### src/rtl/gl_pixel_writer.sv
// gl_pixel_writer: drains the rasterizer's pixel-fragment FIFO one word at a time.
// Each fragment is unpacked into x, y and 6/6/6 RGB. Its linear address in the current back
// buffer is computed, and one write per fragment is issued over a req/ack framebuffer port.
// The all-ones flush word swaps front/back buffers and pulses frame_done.
//
// Ports:
//   clk, rst      system clock, synchronous active-high reset
//   fifo_empty    pixel FIFO empty flag
//   fifo_rd_en    FIFO pop strobe (only ever in idle, never when empty)
//   fifo_rd_data  FIFO word, valid the cycle after fifo_rd_en (non-FWFT)
//   fb_wr_en      framebuffer write request, held until fb_ack
//   fb_addr       framebuffer word address
//   fb_data       pixel data {r[5:0], g[5:0], b[5:0]}
//   fb_ack        framebuffer accepts the write this cycle
//   front_buf     buffer being scanned out; writes target !front_buf
//   frame_done    one-cycle pulse when a flush word is processed
//   pixel_count   fragments written in the current frame
//   drop_count    out-of-range fragments discarded since reset (saturating)
module gl_pixel_writer #(
  parameter int unsigned H_RES    = 640,
  parameter int unsigned V_RES    = 480,
  parameter int unsigned COL_LEN  = 10,
  parameter int unsigned LINE_LEN = 9,
  parameter int unsigned ADDR_W   = 20,
  parameter int unsigned BUF_SIZE = H_RES * V_RES
) (
  input  logic              clk,
  input  logic              rst,
  input  logic              fifo_empty,
  output logic              fifo_rd_en,
  input  logic [95:0]       fifo_rd_data,
  output logic              fb_wr_en,
  output logic [ADDR_W-1:0] fb_addr,
  output logic [17:0]       fb_data,
  input  logic              fb_ack,
  output logic              front_buf,
  output logic              frame_done,
  output logic [19:0]       pixel_count,
  output logic [15:0]       drop_count
);

  typedef enum logic [1:0] {StIdle, StFetch, StWrite, StFlush} state_e;

  localparam logic [ADDR_W-1:0] HResW    = ADDR_W'(H_RES);
  localparam logic [ADDR_W-1:0] BufBaseW = ADDR_W'(BUF_SIZE);

  state_e            state_q, state_d;
  logic              front_q, front_d;
  logic [ADDR_W-1:0] addr_q, addr_d;
  logic [17:0]       data_q, data_d;
  logic [19:0]       pix_q, pix_d;
  logic [15:0]       drop_q, drop_d;

  // Fragment decode, meaningful only in StFetch when fifo_rd_data is valid
  logic [COL_LEN-1:0]  frag_x;
  logic [LINE_LEN-1:0] frag_y;
  logic [17:0]         frag_rgb;
  logic                is_flush;
  logic                in_range;
  logic [ADDR_W-1:0]   line_off;
  logic [ADDR_W-1:0]   frag_addr;

  always_comb begin
    frag_x    = fifo_rd_data[64 +: COL_LEN];
    frag_y    = fifo_rd_data[80 +: LINE_LEN];
    frag_rgb  = {fifo_rd_data[55:50], fifo_rd_data[47:42], fifo_rd_data[39:34]};
    is_flush  = &fifo_rd_data;
    in_range  = (32'(frag_x) < H_RES) && (32'(frag_y) < V_RES);
    line_off  = ADDR_W'(frag_y) * HResW;
    // Back buffer is the one not on display: buffer 1 lives at BUF_SIZE
    frag_addr = (front_q ? '0 : BufBaseW) + line_off + ADDR_W'(frag_x);
  end

  always_comb begin
    state_d    = state_q;
    front_d    = front_q;
    addr_d     = addr_q;
    data_d     = data_q;
    pix_d      = pix_q;
    drop_d     = drop_q;
    fifo_rd_en = 1'b0;
    fb_wr_en   = 1'b0;
    frame_done = 1'b0;

    case (state_q)
      StIdle: begin
        // Gated by rst so a word is never popped into a block that is resetting
        if (!fifo_empty && !rst) begin
          fifo_rd_en = 1'b1;
          state_d    = StFetch;
        end
      end
      StFetch: begin
        if (is_flush) begin
          state_d = StFlush;
        end else if (!in_range) begin
          if (drop_q != 16'hFFFF) drop_d = drop_q + 16'd1;
          state_d = StIdle;
        end else begin
          addr_d  = frag_addr;
          data_d  = frag_rgb;
          state_d = StWrite;
        end
      end
      StWrite: begin
        fb_wr_en = 1'b1;
        if (fb_ack) begin
          pix_d   = pix_q + 20'd1;
          state_d = StIdle;
        end
      end
      StFlush: begin
        front_d    = ~front_q;
        frame_done = 1'b1;
        pix_d      = '0;
        state_d    = StIdle;
      end
      default: state_d = StIdle;
    endcase
  end

  always_ff @(posedge clk) begin
    if (rst) begin
      state_q <= StIdle;
      front_q <= 1'b0;
      addr_q  <= '0;
      data_q  <= '0;
      pix_q   <= '0;
      drop_q  <= '0;
    end else begin
      state_q <= state_d;
      front_q <= front_d;
      addr_q  <= addr_d;
      data_q  <= data_d;
      pix_q   <= pix_d;
      drop_q  <= drop_d;
    end
  end

  assign fb_addr     = addr_q;
  assign fb_data     = data_q;
  assign front_buf   = front_q;
  assign pixel_count = pix_q;
  assign drop_count  = drop_q;

endmodule

### config.mk
export PLATFORM = sky130hd
export DESIGN_NAME = gl_pixel_writer
export DESIGN_NICKNAME = d
export VERILOG_FILES = /design/src/rtl/gl_pixel_writer.sv
export SDC_FILE = /design/constraint.sdc
export NUM_CORES = 1
export LEC_CHECK = 0
export ABC_AREA = 0
export ABC_CLOCK_PERIOD_IN_PS = 2900
export BUFFER_PORTS_ARGS = -buffer_cell sky130_fd_sc_hd__buf_2
export CORE_MARGIN = 5
export CORE_UTILIZATION = 35
export DETAILED_ROUTE_END_ITERATION = 12
export GPL_TIMING_DRIVEN = 0
export PLACE_DENSITY = 0.65
export SETUP_SLACK_MARGIN = 0.3
export SLEW_MARGIN = 0
export SYNTH_ARGS = -nofsm -noshare
export SYNTH_HDL_FRONTEND = slang
export SYNTH_SLANG_ARGS = --single-unit
### constraint.sdc
create_clock -name clk -period 2.9 [get_ports clk]
set_input_delay 0.58 -clock clk [delete_from_list [all_inputs] [get_ports clk]]
set_output_delay 0.58 -clock clk [all_outputs]
set_load 0.03 [all_outputs]
Word level (Yosys, flattened, before mapping) --
Cells that the tools add are included. W data, S select, Z words.
Operators by class: $add $sub $neg 4, multiply operators 1, $lt $le $gt $ge 2, equality and inequality tests 6, mux-type cells 12, bitwise gates (word level) 3, reductions and logical operators 11
Operators with widths (count):
- $reduce_and A96 Y1 | 1
- $pmux W20 S2 | 1
- $add A19 B19 Y20 | 1
- $add A20 B1 Y20 const B | 1
- $add A20 B10 Y20 | 1
- $mux W20 | 1
- $mux W19 | 1
- $add A16 B1 Y16 const B | 1
- $ne A16 B16 Y1 const B | 1
- $mul A9 B3 Y12 const B | 1
- $lt A10 B10 Y1 const B | 1
- $lt A9 B9 Y1 const B | 1
- $mux W2 | 4
- $pmux W2 S4 | 1
- $eq A2 B2 Y1 const B | 2
- $mux W1 | 4
- $ne A2 B2 Y1 const B | 2
- $reduce_and A2 Y1 | 2
- $reduce_and A4 Y1 | 1
- $not A1 Y1 | 3
- $reduce_and A3 Y1 | 1
- $eq A2 B1 Y1 const B | 1
- $logic_and A1 B1 Y1 | 2
- $logic_not A1 Y1 | 2
- other kinds (2) | 2
Storage, ports and cells: flip-flop bits (word level) 77, input port bits 100, output and inout port bits 78, word-level logic and storage cells 45

Longest topological paths before layout --
Gate-level depths: netlist of run 1.
depth after elaboration 5, depth in mapped cells 13, depth with buffers taken out 13

Least setup slack after synthesis of run 1 --
OpenSTA, ideal clock, no wires.
path type input to register, start point input port fifo_rd_data[81], end point register addr_q[18] (netlist: fb_addr[18]), setup time 86 ps, data arrival time 2966 ps, path slack -152 ps, cell stages on the path 13, cells stage by stage ha_1 -> ha_1 -> inv_1 -> fa_1 -> xnor2_1 -> ha_1 -> and3b_1 -> nand2_1 -> o21ai_0 -> a31oi_1 -> nor3b_1 -> xnor2_1 -> a211oi_1
Between the ends: cells in the longest elaborated chain, start to end 3, elaborated cells between the ends (all ways) 8
RTL lines:
- from (decl) | line 31 | input logic [95:0] fifo_rd_data,
- $mul A9 B3 Y12 (tied with other cells) | line 69 | line_off = ADDR_W'(frag_y) * HResW;
- $add A19 B19 Y20 (tied with other cells) | line 71 | frag_addr = (front_q ? '0 : BufBaseW) + line_off + ADDR_W'(frag_x);
- $add A20 B10 Y20 or $reduce_and A3 Y1 (tied branches)
- to (signal assigned) | line 133 | addr_q <= addr_d;
- to (decl) | line 49 | logic [ADDR_W-1:0] addr_q, addr_d;
Several ways; a longest one is shown, not always the timed one. A chain may end at the register's enable or synchronous reset.

Worst setup path in the final report of run 1 --
Ends and elaborated chain as after synthesis.

==> results.json, run 1 <==
{
  "synth_top_area_share_pct": 37.5,
  "cp_max_fo": 2,
  "final_cell_count_no_fill": 846,
  "multiInputGateArea_um2": 2610,
  "async_reset_ff_share_pct": 0,
  "regArea_um2": 1540,
  "ys.flop_type": "dfxtp_1",
  "yosys.cell_count.top_type": "nand2_1",
  "gp_congestion": 0.865,
  "ff2ff_setup_slack_ns": 0.84,
  "p_leak_nw": 2.49,
  "wire_per_inst_um": 15.2,
  "vdd_ir_drop_max_v": 0.000235,
  "ant_nets": 0,
  "syn_inst": 497,
  "h-tree-depth": 3,
  "whs_ns": 0.453,
  "rsz0062_at_grt": "yes",
  "worstSkewPairLatency_ns": 0.33,
  "startpoint_type": "input port",
  "pre_cts_ws_ns": -0.355,
  "synth_enable_flop_cells": 0,
  "fp.dieW_um": 118,
  "die_y_um": 118,
  "finalSetupViolCount": 0,
  "wl_um": 12900,
  "p_switching_mw": 0.799,
  "slew-limit-headroom_pct": 57.5,
  "maxCapViolCount": 0,
  "synth_top_area_cell": "dfxtp_1",
  "pwr-share-clk_pct": 38.2,
  "synth_common_cells": "nand2_1 (79), dfxtp_1 (77), a21oi_1 (53)",
  "netlist_area_um2": 4110,
  "ys_ff_latch": 77,
  "initial_core_util_pct": 35.8,
  "grt_overflow": 0,
  "ys_seq_area_share_pct": 37.5,
  "fp.dieArea_um2": 14000,
  "cts_hold_buf": 0,
  "tritoncts": "built",
  "p_int_mw": 2.02,
  "slew_violations": 0,
  "hold_viol": 0,
  "worstMarginPinSlew_ns": 0.638,
  "critPathRequiredTime_ns": 3.10,
  "viasPerCell": 5.13,
  "drive_gt1_share_pct": 37.8,
  "total_power_mw": 2.82,
  "syn_avg_cell_area_um2": 8.27,
  "coreArea_um2": 11500,
  "fin_worst_skew_ns": 0.00547,
  "syn-num-nets": 622,
  "syn_to_final_growth_pct": 40.3,
  "synth_cell_type_count": 57,
  "post-route-util_pct": 50.3,
  "setup_ws_ns": 0.181,
  "cp_data_arrival_time_ns": 2.92,
  "clk_pin_slew_ns": 0.06,
  "post-route-min-period_ns": 2.72,
  "grt_pass1_wl_um": 20900,
  "combPwrFrac_pct": 22.8,
  "hold_depth": 2,
  "seqPwrFrac_pct": 39.0,
  "grt_max_degree": 13,
  "via_count": 4341,
  "antenna_found_initial": 0,
  "status": "finished clean",
  "cp-end-kind": "flop",
  "p_sw_share_pct": 28.3,
  "dp_hpwl_um": 10100,
  "cts-root-buf": "clkbuf_16",
  "postPlaceCellArea_um2": 5230,
  "power.density_nw_per_um2": 490,
  "yosys_warnings": 0,
  "fillerInstances": 1098,
  "antenna_cells": 0,
  "cts_buffers": 9,
  "route.detailed.drc": 0,
  "clkSinkCount": 77,
  "numPortBuffers": 177,
  "dp.cells": 817,
  "grt_pass1_vias": 4435,
  "max_freq_mhz": 368,
  "r2r_cells": 7,
  "layout.nets": 824,
  "ys_top_cells_by_area": "dfxtp_1 (38%), nand2_1 (7.2%), ha_1 (7.0%), a21oi_1 (6.5%), xnor2_1 (5.8%)",
  "io-pin-count": 178,
  "cts_buffer_depth": 2,
  "first_pass_iters": 4,
  "finalCritPeriodShare_pct": 93.8,
  "fin_area_um2": 5770,
  "min_path_type": "flop to flop",
  "drt_iter0_drc": 258,
  "critical_path_class": "input port to flop",
  "fp-row-count": 39,
  "totalNegativeSetupSlack_ns": 0,
  "gr-usage-all-layers_pct": 18.1
}
## path summary, 6_finish.rpt
path | from | endpoint
max reg2reg | state_q[0] | fb_addr[16]
max | fifo_rd_data[81] | fb_addr[18]
min reg2reg | fb_addr[0] | fb_addr[0]
min | fb_addr[0] | fb_addr[0]
## layout by cell type (no fill, tap or decap), types with 3 or more instances in the layout
| master | count |
|---|---|
| a211oi_1 | 6 |
| a21oi_1 | 49 |
| a21oi_2 | 4 |
| a31o_2 | 3 |
| and2_1 | 5 |
| and3_1 | 6 |
| and4_4 | 4 |
| buf_2 | 176 |
| buf_4 | 16 |
| clkbuf_1 | 15 |
| clkbuf_16 | 9 |
| clkbuf_8 | 3 |
| dfxtp_1 | 77 |
| ha_1 | 14 |
| ha_4 | 8 |
| inv_1 | 13 |
| nand2_1 | 78 |
| nand2b_1 | 3 |
| nand3_1 | 14 |
| nand4_1 | 27 |
| nor2_1 | 46 |
| nor2b_1 | 3 |
| nor3_1 | 6 |
| nor4_1 | 5 |
| o21ai_0 | 10 |
| o31ai_1 | 3 |
| or2_2 | 4 |
| or3_1 | 3 |
| or4_1 | 3 |
| xnor2_1 | 26 |
| xor2_1 | 8 |
## logic make-up (layout without fill, tap and decap cells)
kind of cell,Yosys count,count (layout),synth area share (%)
buffers and inverters,35,241,3.35
muxes,3,3,0.791
adders and majority gates,25,25,7.98
xor gates and xnor gates,35,35,7.46
and+or+nand+nor,229,229,29.4
DFF,77,77,37.5
AOI/OAI and AO/OA,93,93,13.5
## power groups by stage
stage                     sequential (mW)  clock [mW]  combinational (mW)
final                                1.10        1.08               0.643
after detailed placement             1.12           0               0.528
after global placement               1.12           0               0.516
after global routing                 1.10        1.16               0.706
after floorplan                      1.17           0               0.297
after CTS                            1.10        1.12               0.592
## metal layers
metal	global-route usage (%)	up-vias	part of all wire, %
met3	5.87	12	8.0
met4	4.73	0	1.3
met2	31.1	158	50
met5	0	-	0
met1	21.7	2010	41
li1	-	2161	-
## registers in the layout (all words and copies together) (netlist names)
name / flops
pixel_count: 20
state_q: 2
fb_data: 18
drop_count: 16
fb_addr: 20
front_buf: 1
## critical path, stage by stage
cell and delay, ns:
buf_8 0.10, ha_4 0.27, ha_4 0.13, inv_2 0.03
fa_2 0.36, xnor2_2 0.15, ha_1 0.28, and3b_2 0.20
nand2_2 0.07, o21ai_2 0.17, a31oi_2 0.13, nor3b_2 0.19
xnor2_1 0.16, a211oi_2 0.09
## timing repair
action / CTS / global route
pin swaps: 18 / 15
gates resized for setup: 16 / 14
cloned: 0 / 0
endpoints found under the setup margin: 7 / 7
buffers inserted: 10 / 4
## final cells by class
class	instances	share of cell area (%)
Buffer	20	1.43
Clock buffer	12	4.62
Clock inverter	3	0.347
Inverter	15	0.976
Multi-Input combinational cell	385	45.2
Sequential cell	77	26.7
Tap cell	143	3.10
Timing Repair Buffer	191	17.6
Note: power is estimated with default switching activity, not from simulation.
==> inputs of run 2 (changes only) <==
- ABC_AREA: 0 -> 1
- PLACE_DENSITY: 0.65 -> 0.64
==> run 2 against run 1 <==
Power is 7.8% higher. Sequential power hardly changed. Critical path depth is 4 higher. Die area is 12% higher. Critical path type unchanged. Final cell count is 27% higher. Clock power is 15% higher. Setup slack better by 0.23 ns. Routed wire length is 13% higher. Clock-buffer cell count is 2 lower. Fmax is 9.3% higher. First-iteration DRC count is 0.39% higher. Combinational power is 4.2% higher.
==> results.json, run 2 <==
{
  "cp_max_fo": 4,
  "slew_violations": 0,
  "cts_buffer_depth": 2,
  "ant_nets": 0,
  "yosys.cell_count.top_type": "nand2_1",
  "mostFrequentLayoutCells": "buf_2 (181), nand2_1 (175), nor2_1 (112)",
  "max_freq_mhz": 402,
  "ys_top_cells_by_area": "dfxtp_1 (33%), nand2_1 (14%), nor2_1 (9.1%), ha_1 (6.2%), inv_1 (5.5%)",
  "initial_core_util_pct": 35.4,
  "antenna_found_initial": 0,
  "vdd_ir_drop_max_v": 0.000301,
  "synth_cell_type_count": 37,
  "post-route-util_pct": 47.4,
  "fp.dieArea_um2": 15700,
  "slew-limit-headroom_pct": 62.4,
  "die_y_um": 125,
  "cp_data_arrival_time_ns": 2.73,
  "syn_to_final_growth_pct": 33.9,
  "grt_pass1_vias": 4876,
  "coreArea_um2": 13100,
  "p_int_mw": 2.14,
  "drt_iter0_drc": 259,
  "status": "finished clean",
  "finalSetupViolCount": 0,
  "syn_avg_cell_area_um2": 6.63,
  "antenna_cells": 0,
  "final_common_cell": "buf_2",
  "wl_um": 14500,
  "gr-usage-all-layers_pct": 18.3,
  "first_pass_iters": 4,
  "clk_pin_slew_ns": 0.06,
  "ys_ff_latch": 77,
  "wire_per_inst_um": 13.5,
  "dp_hpwl_um": 11600,
  "cp-end-kind": "flop",
  "cts_hold_buf": 0,
  "io-pin-count": 178,
  "synth_enable_flop_cells": 0,
  "pwr-share-clk_pct": 40.8,
  "layout.nets": 1017,
  "synth_common_cells": "nand2_1 (178), nor2_1 (113), dfxtp_1 (77)",
  "grt_pass1_wl_um": 23500,
  "viasPerCell": 4.72,
  "combPwrFrac_pct": 22.0,
  "cts_buffers": 9,
  "tritoncts": "built",
  "ys_seq_area_share_pct": 33.2,
  "netlist_area_um2": 4650,
  "p_leak_nw": 2.99,
  "rsz0062_at_grt": "yes",
  "clkSinkCount": 77,
  "synth_top_area_cell": "dfxtp_1",
  "cts-root-buf": "clkbuf_16",
  "async_reset_ff_share_pct": 0,
  "grt_overflow": 0,
  "syn-num-nets": 826,
  "worstMarginPinSlew_ns": 0.564,
  "via_count": 5065,
  "min_path_type": "flop to flop",
  "syn_inst": 701,
  "yosys_warnings": 0,
  "critical_path_class": "input port to flop",
  "p_sw_share_pct": 29.9,
  "maxCapViolCount": 0,
  "dr_wl_met3_um": 1070,
  "post-route-min-period_ns": 2.49,
  "finalCritPeriodShare_pct": 85.8,
  "power.density_nw_per_um2": 489,
  "worstSkewPairLatency_ns": 0.34,
  "fin_worst_skew_ns": 0.00738,
  "route.detailed.drc": 0,
  "grt_max_degree": 14,
  "startpoint_type": "input port",
  "critPathRequiredTime_ns": 3.14,
  "fp-row-count": 42,
  "highest_layer": "met4",
  "synth_top_area_share_pct": 33.2,
  "total_power_mw": 3.04,
  "h-tree-depth": 3,
  "numPortBuffers": 177,
  "wl_met1_um": 6420,
  "fp.dieW_um": 125,
  "ys.flop_type": "dfxtp_1",
  "hold_viol": 0,
  "wl_met2_um": 6800,
  "drive_gt1_share_pct": 27.1,
  "seqPwrFrac_pct": 37.2,
  "p_switching_mw": 0.909,
  "gp_congestion": 0.838
}
[run 2: cell count changes after synthesis, moves of 21 or more]
cell and delta:
inv_1 +53, nand2_1 +99, nand3_1 +23, nor2_1 +66, o21ai_0 +24, xnor2_1 -21
[run 2: cells by family after synthesis]
kind of cell               Yosys count  share of synthesized area (%)
and+or+nand+nor                    392                           36.9
AOI/OAI and AO/OA                   93                           10.7
buffers and inverters               92                           8.07
DFF                                 77                           33.2
adders and majority gates           25                           7.05
xor gates and xnor gates            22                           4.14
[run 2: through the flow]
stage                     std cells  setup slack [ns]  instance area [um2]  setup TNS [ns]  hold WS [ns]
after detailed placement       1054           -0.0679                 5810         -0.0836         0.474
after floorplan                 701             0.302                 4700               0         0.487
after CTS                      1070             0.322                 6140               0         0.466
after global routing           1072             0.286                 6230               0         0.476
final                          1072             0.413                 6230               0         0.480
after global placement         1054           -0.0404                 5810         -0.0469         0.473
[run 2: power by group through the flow]
stage	Combinational [mW]	Sequential, mW	Clock, mW
6_report	0.670	1.13	1.24
5_1_grt	0.751	1.14	1.32
3_3_place_gp	0.627	1.15	0
2_1_floorplan	0.334	1.24	0
3_5_place_dp	0.630	1.15	0
4_1_cts	0.637	1.13	1.27
[run 2: path summary, 6_finish.rpt]
check | from | end | slack [ns] | depth (start not counted)
hold / removal | pixel_count[11] | pixel_count[11] | 0.48 | 2
setup reg to reg | drop_count[0] | drop_count[5] | 0.92 | 10
hold reg to reg | pixel_count[11] | pixel_count[11] | 0.48 | 2
setup / recovery | fifo_rd_data[81] | fb_addr[17] | 0.41 | 18
[run 2: routing by layer]
layer,vias to the layer above,GRT usage [%]
met4,0,5.55
li1,2663,-
met1,2224,22.6
met3,19,5.80
met2,159,30.6
met5,-,0
[run 2: layout make-up]
type / count / area (um2)
fillers: 1409 / 6910
repair buffers: 180 / 930
multi-input cells: 532 / 2840
flip-flops and latches: 77 / 1540
clock inverters: 5 / 83.8
well taps: 176 / 220
clock buffers: 10 / 239
plain buffers: 21 / 109
inverters: 71 / 267
[run 2: worst max-delay path: stages]
cell,delay [ns]
buf_12,0.11
ha_4,0.27
ha_4,0.13
inv_2,0.03
fa_2,0.35
xnor2_2,0.15
ha_1,0.31
inv_2,0.05
nor2_2,0.09
nand3_1,0.08
nand2_1,0.10
nand3_2,0.09
nand2_2,0.10
nand2_1,0.05
nand2_1,0.06
nand3_1,0.08
nand2_1,0.06
inv_1,0.03
[run 2: timing repair]
action,4_1_cts,5_1_grt
pin swaps,1,12
gates cloned,0,0
gates resized for setup,0,18
endpoints found under the hold margin,0,0
setup endpoints to repair,1,5
setup buffers,1,2
==> inputs of run 3 (changes only) <==
- CORE_UTILIZATION: 35 -> 45
- PLACE_DENSITY: 0.64 -> 0.78
==> run 3 against run 2 <==
Fmax is 0.21% higher. Sequential power hardly changed. Power decreased by 12%. Global-route usage grew 3.1 points. Routed wire length down 7.1%. Core utilization is 12 points higher. Non-clock buffer count is 1 lower. Combinational power down 1%. Via count down 0.20%. Clock-buffer cell count grew 1. Setup slack better by 0.0052 ns. Critical path depth shrank 2.
==> results.json, run 3 (synthesis gave the netlist of run 2 again) <==
{
  "status": "finished clean",
  "grt_pass1_wl_um": 22300,
  "cp_max_fo": 4,
  "post-route-util_pct": 59.3,
  "critPathRequiredTime_ns": 3.15,
  "drt_iter0_drc": 320,
  "maxCapViolCount": 0,
  "cts_buffers": 9,
  "postPlaceCellArea_um2": 5760,
  "post-route-min-period_ns": 2.48,
  "finalSetupViolCount": 0,
  "critical_path_class": "input port to flop",
  "cp-end-kind": "flop",
  "r2r_cells": 10,
  "rsz0062_at_grt": "no",
  "ff2ff_setup_slack_ns": 0.97,
  "worstSkewPairLatency_ns": 0.35,
  "hold_viol": 0,
  "min_path_type": "flop to flop",
  "startpoint_type": "input port",
  "p_leak_nw": 2.92,
  "holdPathEnd": "fb_addr[15]",
  "worstMarginPinSlew_ns": 0.521,
  "ant_nets": 0,
  "cp_data_arrival_time_ns": 2.73,
  "syn_to_final_growth_pct": 29.9,
  "clkSinkCount": 77,
  "initial_core_util_pct": 45.7,
  "fp-row-count": 37,
  "grt_max_degree": 14,
  "gp_congestion": 0.894,
  "grt_pass1_vias": 4773,
  "fin_worst_skew_ns": 0.0103,
  "cts_buffer_depth": 2,
  "dp_hpwl_um": 10800,
  "fp.dieW_um": 112,
  "viasPerCell": 4.90,
  "h-tree-depth": 3,
  "fp.dieArea_um2": 12500,
  "via_count": 5055,
  "antenna_found_initial": 0,
  "numPortBuffers": 177,
  "r2r_end": "drop_count[14]",
  "whs_ns": 0.467,
  "die_y_um": 112,
  "hold_depth": 2,
  "fin_area_um2": 6040,
  "slew-limit-headroom_pct": 65.3,
  "antenna_cells": 0,
  "power.density_nw_per_um2": 446,
  "fillerInstances": 1042,
  "wire_per_inst_um": 13.1,
  "clk_pin_slew_ns": 0.08,
  "slew_violations": 0,
  "io-pin-count": 178,
  "hp-start": "fb_addr[15]",
  "gr-usage-all-layers_pct": 21.4,
  "cts-root-buf": "clkbuf_8",
  "vdd_ir_drop_max_v": 0.000269,
  "first_pass_iters": 5,
  "max_freq_mhz": 403,
  "layout.nets": 1016,
  "coreArea_um2": 10200,
  "mostFrequentLayoutCells": "buf_2 (183), nand2_1 (173), nor2_1 (112)",
  "grt_overflow": 0,
  "finalCritPeriodShare_pct": 85.6,
  "route.detailed.drc": 0,
  "wl_um": 13500,
  "r2r_start": "drop_count[0]",
  "tritoncts": "built",
  "final_common_cell": "buf_2",
  "drive_gt1_share_pct": 27.1
}
run 3: metal layers:
layer	share of wire (%)	up-vias	track usage, %
met5	0	-	0
met1	43	2222	26.4
met3	7.7	7	6.52
li1	-	2666	-
met2	49	160	36.9
met4	0.65	0	4.30
run 3: power breakdown:
part | switching (mW) | internal [mW]
sequential | 0.0266 | 1.10
clock | 0.416 | 0.489
combinational | 0.411 | 0.250
total | 0.853 | 1.84
run 3: worst max path at each step:
stage	from	end	slack [ns]
after detailed placement	fifo_rd_data[83]	fb_addr[18]	-0.05
after floorplan	fifo_rd_data[82]	fb_addr[18]	0.30
after global placement	fifo_rd_data[82]	fb_addr[18]	-0.02
after global routing	fifo_rd_data[83]	fb_addr[15]	0.30
after CTS	fifo_rd_data[82]	fb_addr[18]	0.32
final	fifo_rd_data[83]	fb_addr[18]	0.42
run 3: area by class of cell:
class	instances	area, um2	share of cell area, %
timing repair buffer	179	901	14.9
inverter	71	267	4.41
tap	136	170	2.82
sequential	77	1540	25.5
multi-input combinational	532	2840	47.0
buffer	21	109	1.80
clock inverter	5	83.8	1.39
clock buffer	11	131	2.18
run 3: per-stage QoR:
stage | power, mW | TNS, ns | std cells | worst slack (ns)
detailed placement | 1.78 | -0.0510 | 1014 | -0.0510
CTS | 2.67 | 0 | 1030 | 0.318
global placement | 1.77 | -0.0193 | 1014 | -0.0193
floorplan | 1.57 | 0 | 701 | 0.302
global route | 2.84 | 0 | 1032 | 0.297
finish | 2.69 | 0 | 1032 | 0.418
run 3: worst max-delay path, cell delays in order:
cell and delay, ns:
buf_2 0.14, ha_4 0.25, ha_4 0.25, a21oi_2 0.15
nand2_2 0.09, xor2_1 0.15, ha_1 0.31, buf_4 0.15
a21oi_2 0.17, nand2_2 0.09, nand3_2 0.09, nand2_2 0.06
nand4_1 0.08, nand3_1 0.08, nand2_1 0.07, inv_1 0.03
run 3: what timing repair did:
action,in CTS,in global routing
gates resized for setup,0,12
setup buffers,0,2
hold buffers,0,0
setup endpoints to repair,0,4
